==> src/rtl/mdio_pkg.sv <==
// Shared definitions for the Clause-22 MDIO management controller: FSM states,
// frame constants and per-state bit counts.
package mdio_pkg;

    typedef enum logic [2:0] {
        IDLE = 3'd0,
        PRE  = 3'd1,
        HDR  = 3'd2,
        TA   = 3'd3,
        DATA = 3'd4,
        DONE = 3'd5
    } state_t;

    localparam logic [1:0] ST    = 2'b01;
    localparam logic [1:0] OP_WR = 2'b01;
    localparam logic [1:0] OP_RD = 2'b10;

    localparam int PRE_LEN  = 32;
    localparam int HDR_LEN  = 14;
    localparam int TA_LEN   = 2;
    localparam int DATA_LEN = 16;

    // Bit-counter reload on entry to a state: number of bits in that state minus one.
    function automatic logic [5:0] bit_reload(input state_t s);
        logic [5:0] r;
        r = 6'd0;
        case (s)
            PRE:     r = 6'(PRE_LEN - 1);
            HDR:     r = 6'(HDR_LEN - 1);
            TA:      r = 6'(TA_LEN - 1);
            DATA:    r = 6'(DATA_LEN - 1);
            default: r = 6'd0;
        endcase
        return r;
    endfunction

endpackage

==> src/rtl/mdio_clk_gen.sv <==
// MDC generator: CLK_DIV-cycle low phase then CLK_DIV-cycle high phase, held low
// and reloaded whenever en is low so every frame starts on a fresh low phase.
module mdio_clk_gen #(
    parameter int CLK_DIV = 10
) (
    input  logic clk,
    input  logic rstn,
    input  logic en,
    output logic mdc,
    output logic fall_stb,
    output logic rise_end_stb
);

    localparam int CW = (CLK_DIV > 2) ? $clog2(CLK_DIV) : 1;
    localparam logic [CW-1:0] RELOAD = CW'(CLK_DIV - 1);

    logic [CW-1:0] cnt;

    always_ff @(posedge clk or negedge rstn) begin
        if (!rstn) begin
            cnt <= RELOAD;
            mdc <= 1'b0;
        end else if (!en) begin
            cnt <= RELOAD;
            mdc <= 1'b0;
        end else if (cnt == '0) begin
            cnt <= RELOAD;
            mdc <= ~mdc;
        end else begin
            cnt <= cnt - 1'b1;
        end
    end

    assign rise_end_stb = en && mdc && (cnt == '0);
    // mdc drops on the edge that closes the last high cycle, so both strobes share it.
    assign fall_stb     = rise_end_stb;

endmodule

==> src/rtl/mdio_master_ctrl.sv <==
// Clause-22 MDIO master: serialises one read/write command into a 64-bit frame.
// Optional preamble suppression is enabled with `define MDIO_PREAMBLE_SUPPRESS_EN.
//
// state | meaning
// IDLE  | waiting for a command, cmd_ready high
// PRE   | 32 preamble ones
// HDR   | ST, OP, PHYAD, REGAD (14 bits)
// TA    | turnaround (write drives 10, read releases the line)
// DATA  | 16 data bits
// DONE  | one-cycle response strobe
module mdio_master_ctrl
    import mdio_pkg::*;
#(
    parameter int CLK_DIV = 10
) (
    input  logic        clk,
    input  logic        rstn,
    input  logic        cmd_valid,
    output logic        cmd_ready,
    input  logic        cmd_read,
    input  logic [4:0]  cmd_phy,
    input  logic [4:0]  cmd_reg,
    input  logic [15:0] cmd_wdata,
`ifdef MDIO_PREAMBLE_SUPPRESS_EN
    input  logic        cmd_nopre,
`endif
    output logic        rsp_valid,
    output logic [15:0] rsp_rdata,
    output logic        rsp_err,
    output logic        busy,
    output logic        mdc,
    output logic        mdio_o,
    output logic        mdio_oe,
    input  logic        mdio_i
);

    state_t      state, state_d;
    logic [5:0]  bit_cnt;
    logic [31:0] sreg;
    logic        is_rd;
    logic        err_q;
    logic [14:0] rd_shift;
    logic [15:0] rdata_q;
    logic        accept;
    logic        nopre;
    logic        bit_last;
    logic        clk_en;
    logic        fall_stb;
    logic        rise_end_stb;

`ifdef MDIO_PREAMBLE_SUPPRESS_EN
    assign nopre = cmd_nopre;
`else
    assign nopre = 1'b0;
`endif

    assign accept   = cmd_valid && (state == IDLE);
    assign bit_last = (bit_cnt == 6'd0);
    assign clk_en   = (state == PRE) || (state == HDR) || (state == TA) || (state == DATA);

    mdio_clk_gen #(.CLK_DIV(CLK_DIV)) u_clk_gen (
        .clk          (clk),
        .rstn         (rstn),
        .en           (clk_en),
        .mdc          (mdc),
        .fall_stb     (fall_stb),
        .rise_end_stb (rise_end_stb)
    );

    always_ff @(posedge clk or negedge rstn) begin
        if (!rstn) begin
            state    <= IDLE;
            bit_cnt  <= 6'd0;
            sreg     <= '1;
            is_rd    <= 1'b0;
            err_q    <= 1'b0;
            rd_shift <= '0;
            rdata_q  <= '0;
        end else begin
            state <= state_d;
            if (accept) begin
                // Read frames load ones into TA/DATA so the released line idles high.
                sreg    <= cmd_read ? {ST, OP_RD, cmd_phy, cmd_reg, 2'b11, 16'hFFFF}
                                    : {ST, OP_WR, cmd_phy, cmd_reg, 2'b10, cmd_wdata};
                is_rd   <= cmd_read;
                err_q   <= 1'b0;
                bit_cnt <= bit_reload(state_d);
            end else if (fall_stb) begin
                if (state != PRE) begin
                    sreg <= {sreg[30:0], 1'b1};
                end
                bit_cnt <= bit_last ? bit_reload(state_d) : bit_cnt - 6'd1;
            end
            if (rise_end_stb && is_rd) begin
                if ((state == TA) && bit_last) begin
                    err_q <= mdio_i;
                end
                if (state == DATA) begin
                    rd_shift <= {rd_shift[13:0], mdio_i};
                    if (bit_last) begin
                        rdata_q <= {rd_shift, mdio_i};
                    end
                end
            end
        end
    end

    always_comb begin
        state_d   = state;
        cmd_ready = 1'b0;
        rsp_valid = 1'b0;
        mdio_oe   = 1'b0;
        mdio_o    = sreg[31];
        case (state)
            IDLE: begin
                cmd_ready = 1'b1;
                if (accept) state_d = nopre ? HDR : PRE;
            end
            PRE: begin
                mdio_oe = 1'b1;
                mdio_o  = 1'b1;
                if (fall_stb && bit_last) state_d = HDR;
            end
            HDR: begin
                mdio_oe = 1'b1;
                if (fall_stb && bit_last) state_d = TA;
            end
            TA: begin
                mdio_oe = !is_rd;
                if (fall_stb && bit_last) state_d = DATA;
            end
            DATA: begin
                mdio_oe = !is_rd;
                if (fall_stb && bit_last) state_d = DONE;
            end
            DONE: begin
                rsp_valid = 1'b1;
                state_d   = IDLE;
            end
            default: state_d = IDLE;
        endcase
    end

    assign busy      = !cmd_ready;
    assign rsp_err   = rsp_valid && err_q;
    assign rsp_rdata = rdata_q;

endmodule

==> config.mk <==
export PLATFORM = sky130hd
export DESIGN_NAME = mdio_master_ctrl
export DESIGN_NICKNAME = d
export VERILOG_FILES = /design/src/rtl/mdio_pkg.sv /design/src/rtl/mdio_clk_gen.sv /design/src/rtl/mdio_master_ctrl.sv
export SDC_FILE = /design/constraint.sdc
export NUM_CORES = 1
export LEC_CHECK = 0
export ABC_CLOCK_PERIOD_IN_PS = 4950
export CAP_MARGIN = 0
export CORE_MARGIN = 4
export CORE_UTILIZATION = 58
export DETAILED_ROUTE_END_ITERATION = 6
export PLACE_DENSITY = 0.84
export SETUP_SLACK_MARGIN = 0.4
export SLEW_MARGIN = 10
export SYNTH_ARGS = -nofsm -noshare
export SYNTH_HDL_FRONTEND = slang
export SYNTH_HIERARCHICAL = 1
export SYNTH_SLANG_ARGS = --single-unit
==> constraint.sdc <==
create_clock -name clk -period 4.95 [get_ports clk]
set_input_delay 0.495 -clock clk [delete_from_list [all_inputs] [get_ports clk]]
set_output_delay 0.495 -clock clk [all_outputs]
set_load 0.005 [all_outputs]
# Yosys cells after proc, flatten, opt, wreduce, memory -nomap -nowiden
# Index checks and enable logic that the tools add are counted.
# op_classes
addsub	2
n_eq_ne	11
n_mux	25
n_bitwise	1
reduce_logical	22
# op_table
cell	n
32-bit 2-to-1 mux	3
30-bit 2-to-1 mux	1
5-bit one-hot mux with 4 select lines	1
6-bit 2-to-1 mux	3
3-bit 2-to-1 mux	5
3-bit one-hot mux with 5 select lines	1
3-bit by 2-bit equality test with 1-bit output (second input constant)	4
3-bit equality test (second input constant)	3
1-bit 2-to-1 mux	8
4-bit 2-to-1 mux	2
1-bit logical AND	7
3-bit by 1-bit equality test with 1-bit output (second input constant)	2
6-bit zero test	1
6-bit by 1-bit subtractor with 6-bit output (second input constant)	1
4-bit zero test	1
2-bit AND reduction	2
2-bit nonzero test	2
2-bit OR reduction	2
4-bit by 1-bit subtractor with 4-bit output (second input constant)	1
3-bit zero test	1
1-bit logical OR	3
3-bit by 1-bit != test with 1-bit output (second input constant)	1
3-bit AND reduction	1
1-bit zero test	2
3 further kinds	3
# totals
register_bits	79
in_bits	31
output_inout_bits	23
elab_cells	70

# Logic depth before layout (Yosys ltp)
# logic_depth
ltp_word	14
ltp_mapped	10
mapped_depth_nobuf	8

# Cells and area by module
# Netlist, hierarchy kept.
# by_module_without_submodules
module	n_inst	cells_each	area_each_um2	seq_area_each_um2
mdio_master_ctrl	1	318	3505.9	1891.8
mdio_clk_gen	1	25	265.3	127.6

# Least setup slack after synthesis
# No wires, ideal clock.
# synth_path
kind	reg2reg
startpoint	register state[0]
endpoint	register bit_cnt[1]
setup_time_ps	120
arrival_time_ps	2330
t_required_ps	4830
slack_ps	2500
path_stages_with_launch	11
n_path_buf	2
synth_period_minus_slack_ps	2450
path_cell_list	dfrtp_1 > clkbuf_1 > nor2_1 > xnor2_1 > nand2_1 > nor2_1 > clkbuf_1 > nor2b_1 > nand2_1 > a311o_1 > a31o_2
# synth_between
elab_chain_cells	14
elab_cells_between_ends	27
classes_between	eq/ne (8); mux (10); reduce/logical (9)
# synth_lines
element	line	text
start: declaration	mdio_master_ctrl.sv:37	state_t state, state_d;
start signal: assignment	mdio_master_ctrl.sv:80	state <= state_d;
3-bit by 1-bit equality test with 1-bit output / 3-bit by 2-bit equality test with 1-bit output (equally long branches)	mdio_master_ctrl.sv:59	assign clk_en = (state == PRE) || (state == HDR) || (state == TA) || (state == DATA);
1-bit logical OR (2 in series)	mdio_master_ctrl.sv:59	
1-bit logical OR *	mdio_master_ctrl.sv:59	
net clk_en	mdio_master_ctrl.sv:47	logic clk_en;
1-bit logical AND * (2 in series)	mdio_clk_gen.sv:34	assign rise_end_stb = en && mdc && (cnt == '0);
net fall_stb	mdio_master_ctrl.sv:48	logic fall_stb;
1-bit logical AND	-	
3-bit 2-to-1 mux, on equally long branches	-	
3-bit one-hot mux with 5 select lines	mdio_master_ctrl.sv:114	case (state)
3-bit equality test (tied with other cells)	mdio_pkg.sv:27	case (s)
5-bit one-hot mux with 4 select lines	mdio_pkg.sv:27	
6-bit 2-to-1 mux	mdio_master_ctrl.sv:92	bit_cnt <= bit_last ? bit_reload(state_d) : bit_cnt - 6'd1;
6-bit 2-to-1 mux	mdio_master_ctrl.sv:88	end else if (fall_stb) begin
6-bit 2-to-1 mux	mdio_master_ctrl.sv:81	if (accept) begin
end signal: assignment	mdio_master_ctrl.sv:87	bit_cnt <= bit_reload(state_d);
end signal: assignment	mdio_master_ctrl.sv:92	
end: declaration	mdio_master_ctrl.sv:38	logic [5:0] bit_cnt;
# The timed path passes the listed nets; every way through them passes the cells marked *. The select of a mux whose other input is x is not followed.
# A chain may end at the register's enable or synchronous reset.

# Worst setup path after layout
# layout_path
startpoint	register state[0]
endpoint	register rdata_q[0], in the netlist rsp_rdata[0]
# layout_between
elab_chain_cells	8
elab_cells_between_ends	11
classes_between	eq/ne (4); reduce/logical (7)
# layout_lines
element	line	text
3-bit by 1-bit equality test with 1-bit output / 3-bit by 2-bit equality test with 1-bit output (equally long branches)	mdio_master_ctrl.sv:59	
1-bit logical OR (2 in series)	mdio_master_ctrl.sv:59	
1-bit logical OR *	mdio_master_ctrl.sv:59	
net clk_en	mdio_master_ctrl.sv:47	
1-bit logical AND * (2 in series)	mdio_clk_gen.sv:34	
net fall_stb	mdio_master_ctrl.sv:48	
1-bit logical AND *	mdio_master_ctrl.sv:94	if (rise_end_stb && is_rd) begin
3-bit AND reduction (no source line) *	-	
end signal: assignment	mdio_master_ctrl.sv:101	rdata_q <= {rd_shift, mdio_i};
end: declaration	mdio_master_ctrl.sv:43	logic [15:0] rdata_q;
# The timed path passes the listed nets; every way through them passes the cells marked *.

==> impl_metrics.csv <==
group,metric,value,unit
global_route,grt_pass1_vias,2632,
worst_setup_path,worstPathRequired,5180,ps
logic_synthesis,synth_edf_count,0,
power,switchingPower,0.000623,W
logic_synthesis,ys_ff_latch,79,
layout,area_growth,20.9,%
routing,routed_wl,7220,um
timing,slew_violations,0,
logic_synthesis,syn_area,3770,sq um
timing,min_period,3130,ps
worst_hold_path,min_path_type,"input port to async pin",
global_route,antenna_found_initial,0,
clock_tree,tritoncts,"done",
power,p_comb_share,24.3,%
placement,place_area,4320,sq um
logic_synthesis,ys_async_sr_fraction,100,%
placement,dpl.hpwl,4870,um
placement,place_congestion,0.827,
logic_synthesis,yosys_warnings,6,
clock_tree,cts_buffers,9,
logic_synthesis,synthFlopType,"dfrtp_1",
clock_tree,clk_pin_slew,80,ps
floorplanning,die-area,7860,sq um
power,clockPowerShare,27.4,%
logic_synthesis,ys_types,51,
floorplanning,fp-row-count,29,
power,internal-power,0.00146,W
global_route,grt_pass1_wl,12500,um
logic_synthesis,synthCells,343,
clock_tree,clk_path_buf_depth,2,
timing,holdWs,288,ps
logic_synthesis,netlist_top_cells_area,"dfrtp_1 (30%), dfstp_2 (24%), mux2_2 (6.3%), o21ai_0 (5.4%), nand2_1 (4.1%)",
routing,postRouteAntennaNets,0,
worst_setup_path,worstPathArrival,3360,ps
logic_synthesis,avgSynthCellArea,11.0,sq um
power,fin_total_pwr,0.00209,W
logic_synthesis,synth_top_cell_area_share,29.9,%
run_status,status,"finished clean",
floorplanning,start_util,59.7,%
power,leakage,1.95,nW
worst_setup_path,crit_fanout,16,
global_route,grt_max_degree,80,
timing,finClkSkew,9.57,ps
floorplanning,io_pins,54,
floorplanning,core_area,6310,sq um
layout,diodes,0,
clock_tree,cts_sinks,79,
floorplanning,die-height,88.6,um
run,maxCapViolations,0,
layout,finalNetCount,423,
global_route,overflow,0,
global_route,grt_use_total,20.8,%
timing,worstMarginPinSlew,1110,ps
routing,drtIter0Drc,154,
logic_synthesis,syn_nets,378,
clock_tree,worstSkewPairLatency,350,ps
worst_setup_path,worstSetupEndpointType,"flip-flop",
timing,fin_crit_sh,63.2,%
power,powerDensity,457,nW/um^2
placement,dpl.cell_count,454,
power,peakVddDrop,0.363,mV
layout,layout_commonest_cell,"clkdlybuf4s50_1",
routing,via_count,2640,
clock_tree,cts_setup_buffers,0,
timing,relSlewSlack,25.9,%
timing,hold_violations,0,
clock_tree,cts_max_level,3,
worst_setup_path,critPathLaunchType,"flip-flop",
layout,final_cells,470,
routing,post-route-drc-count,0,
clock_tree,clockRootBuffer,"clkbuf_8",
clock_tree,ctsHoldBuffers,0,
logic_synthesis,yosysTopAreaCell,"dfrtp_1",
worst_setup_path,worstSetupPathType,"flip-flop to flip-flop",
routing,vias_per_cell,5.62,
power,p_sw_share,29.9,%
timing,fin_tns_setup,0,ps
routing,drtPass1Iterations,5,
timing,finalSetupViolCount,0,
placement,io_buffer_count,53,
power,seqPwrFrac,48.3,%
clock_tree,cts_resized,0,
layout,drive_gt1_share,23.4,%
timing,fmax,320,MHz
layout,fin_area,4560,sq um
timing,grt_setup_unrepaired,"false",
floorplanning,die_x,88.6,um
logic_synthesis,ys_seq_area_share,53.6,%
routing,avgRoutedWirePerCell,15.4,um
layout,layout_common_cells,"clkdlybuf4s50_1 (52), dfrtp_1 (45), nand2_1 (41), o21ai_0 (41), dfstp_2 (34)",
through the flow:
step,utilization (%),worst slack (ps)
floorplan,-,2500
global placement,68.5,1970
detailed placement,68.5,1840
CTS,72.2,1830
global route,72.2,1560
finish,72.2,1820
final cells by class:
class,count,area (sq um)
inverters,9,33.8
multi-input cells,233,1620
fillers,432,1750
clock buffers,11,131
clock inverters,5,106
flip-flops and latches,79,2020
repair buffers,56,551
well taps,77,96.3
kinds of logic after synthesis:
| family | Yosys count | synth area share, % |
|---|---|---|
| flops | 79 | 53.6 |
| compound gates | 78 | 12.1 |
| simple gates | 105 | 14.8 |
| mux | 41 | 12.9 |
| buf+inv | 31 | 4.15 |
| fa+ha+maj | 4 | 1.33 |
| xor+xnor | 5 | 1.16 |
path summary, 6_finish.rpt:
kind,start,to,slack (ps),cells after the start
hold / removal,rstn,bit_cnt[1],290,1
setup / recovery,state[0],rsp_rdata[0],1820,8
max in group asynchronous,rstn,state[0],4040,1
hold reg to reg,sreg[7],sreg[7],470,2
min in group clk,sreg[7],sreg[7],470,2
setup reg to reg,state[0],rsp_rdata[0],1820,8
Yosys cell counts (2+ instances only):
| master | n |
|---|---|
| a2111oi_0 | 2 |
| a211oi_1 | 2 |
| a21o_1 | 3 |
| a21oi_1 | 7 |
| and2_1 | 3 |
| buf_2 | 5 |
| buf_4 | 2 |
| clkbuf_1 | 12 |
| dfrtp_1 | 45 |
| dfstp_2 | 34 |
| ha_1 | 4 |
| inv_1 | 9 |
| mux2_2 | 21 |
| mux2_4 | 10 |
| mux2i_1 | 10 |
| nand2_1 | 41 |
| nand3_1 | 7 |
| nand3b_1 | 2 |
| nor2_1 | 14 |
| nor2b_1 | 4 |
| nor3_1 | 6 |
| nor3b_1 | 3 |
| o21ai_0 | 41 |
| o21ai_1 | 9 |
| o311ai_0 | 2 |
| o31ai_1 | 2 |
| or3_1 | 16 |
| xnor2_1 | 3 |
| xor2_1 | 2 |
registers in the layout, indices dropped and copies added, names as in the netlist:
name and count:
state 3, u_clk_gen/mdc 1, is_rd 1, u_clk_gen/cnt 4, rsp_rdata 16, err_q 1, rd_shift 15, bit_cnt 6
sreg 32
worst max-delay path, stage by stage, from the launching register on:
cell and delay [ps]:
dfrtp_1 700, nor2_1 160, xnor2_1 440, nand2_1 90, nor2_1 100, buf_4 190
nand2_1 140, nor3_4 750, mux2_2 430
power groups by stage:
stage	sequential, W	combinational [W]	clock, W
global placement	0.00101	0.000485	0
global route	0.00104	0.000588	0.000614
detailed placement	0.00102	0.000510	0
CTS	0.00101	0.000515	0.000580
floorplan	0.000967	0.000381	0
finish	0.00101	0.000506	0.000572
per-layer routing:
metal / vias to the layer above / global-route usage (%) / wire [um]
li1: 1289 / - / -
met2: 63 / 31.2 / 3460
met5: - / 0 / 0
met3: 14 / 4.00 / 295
met4: 0 / 9.89 / 160
met1: 1274 / 29.4 / 3310
Power figures use the tool's default switching activity.
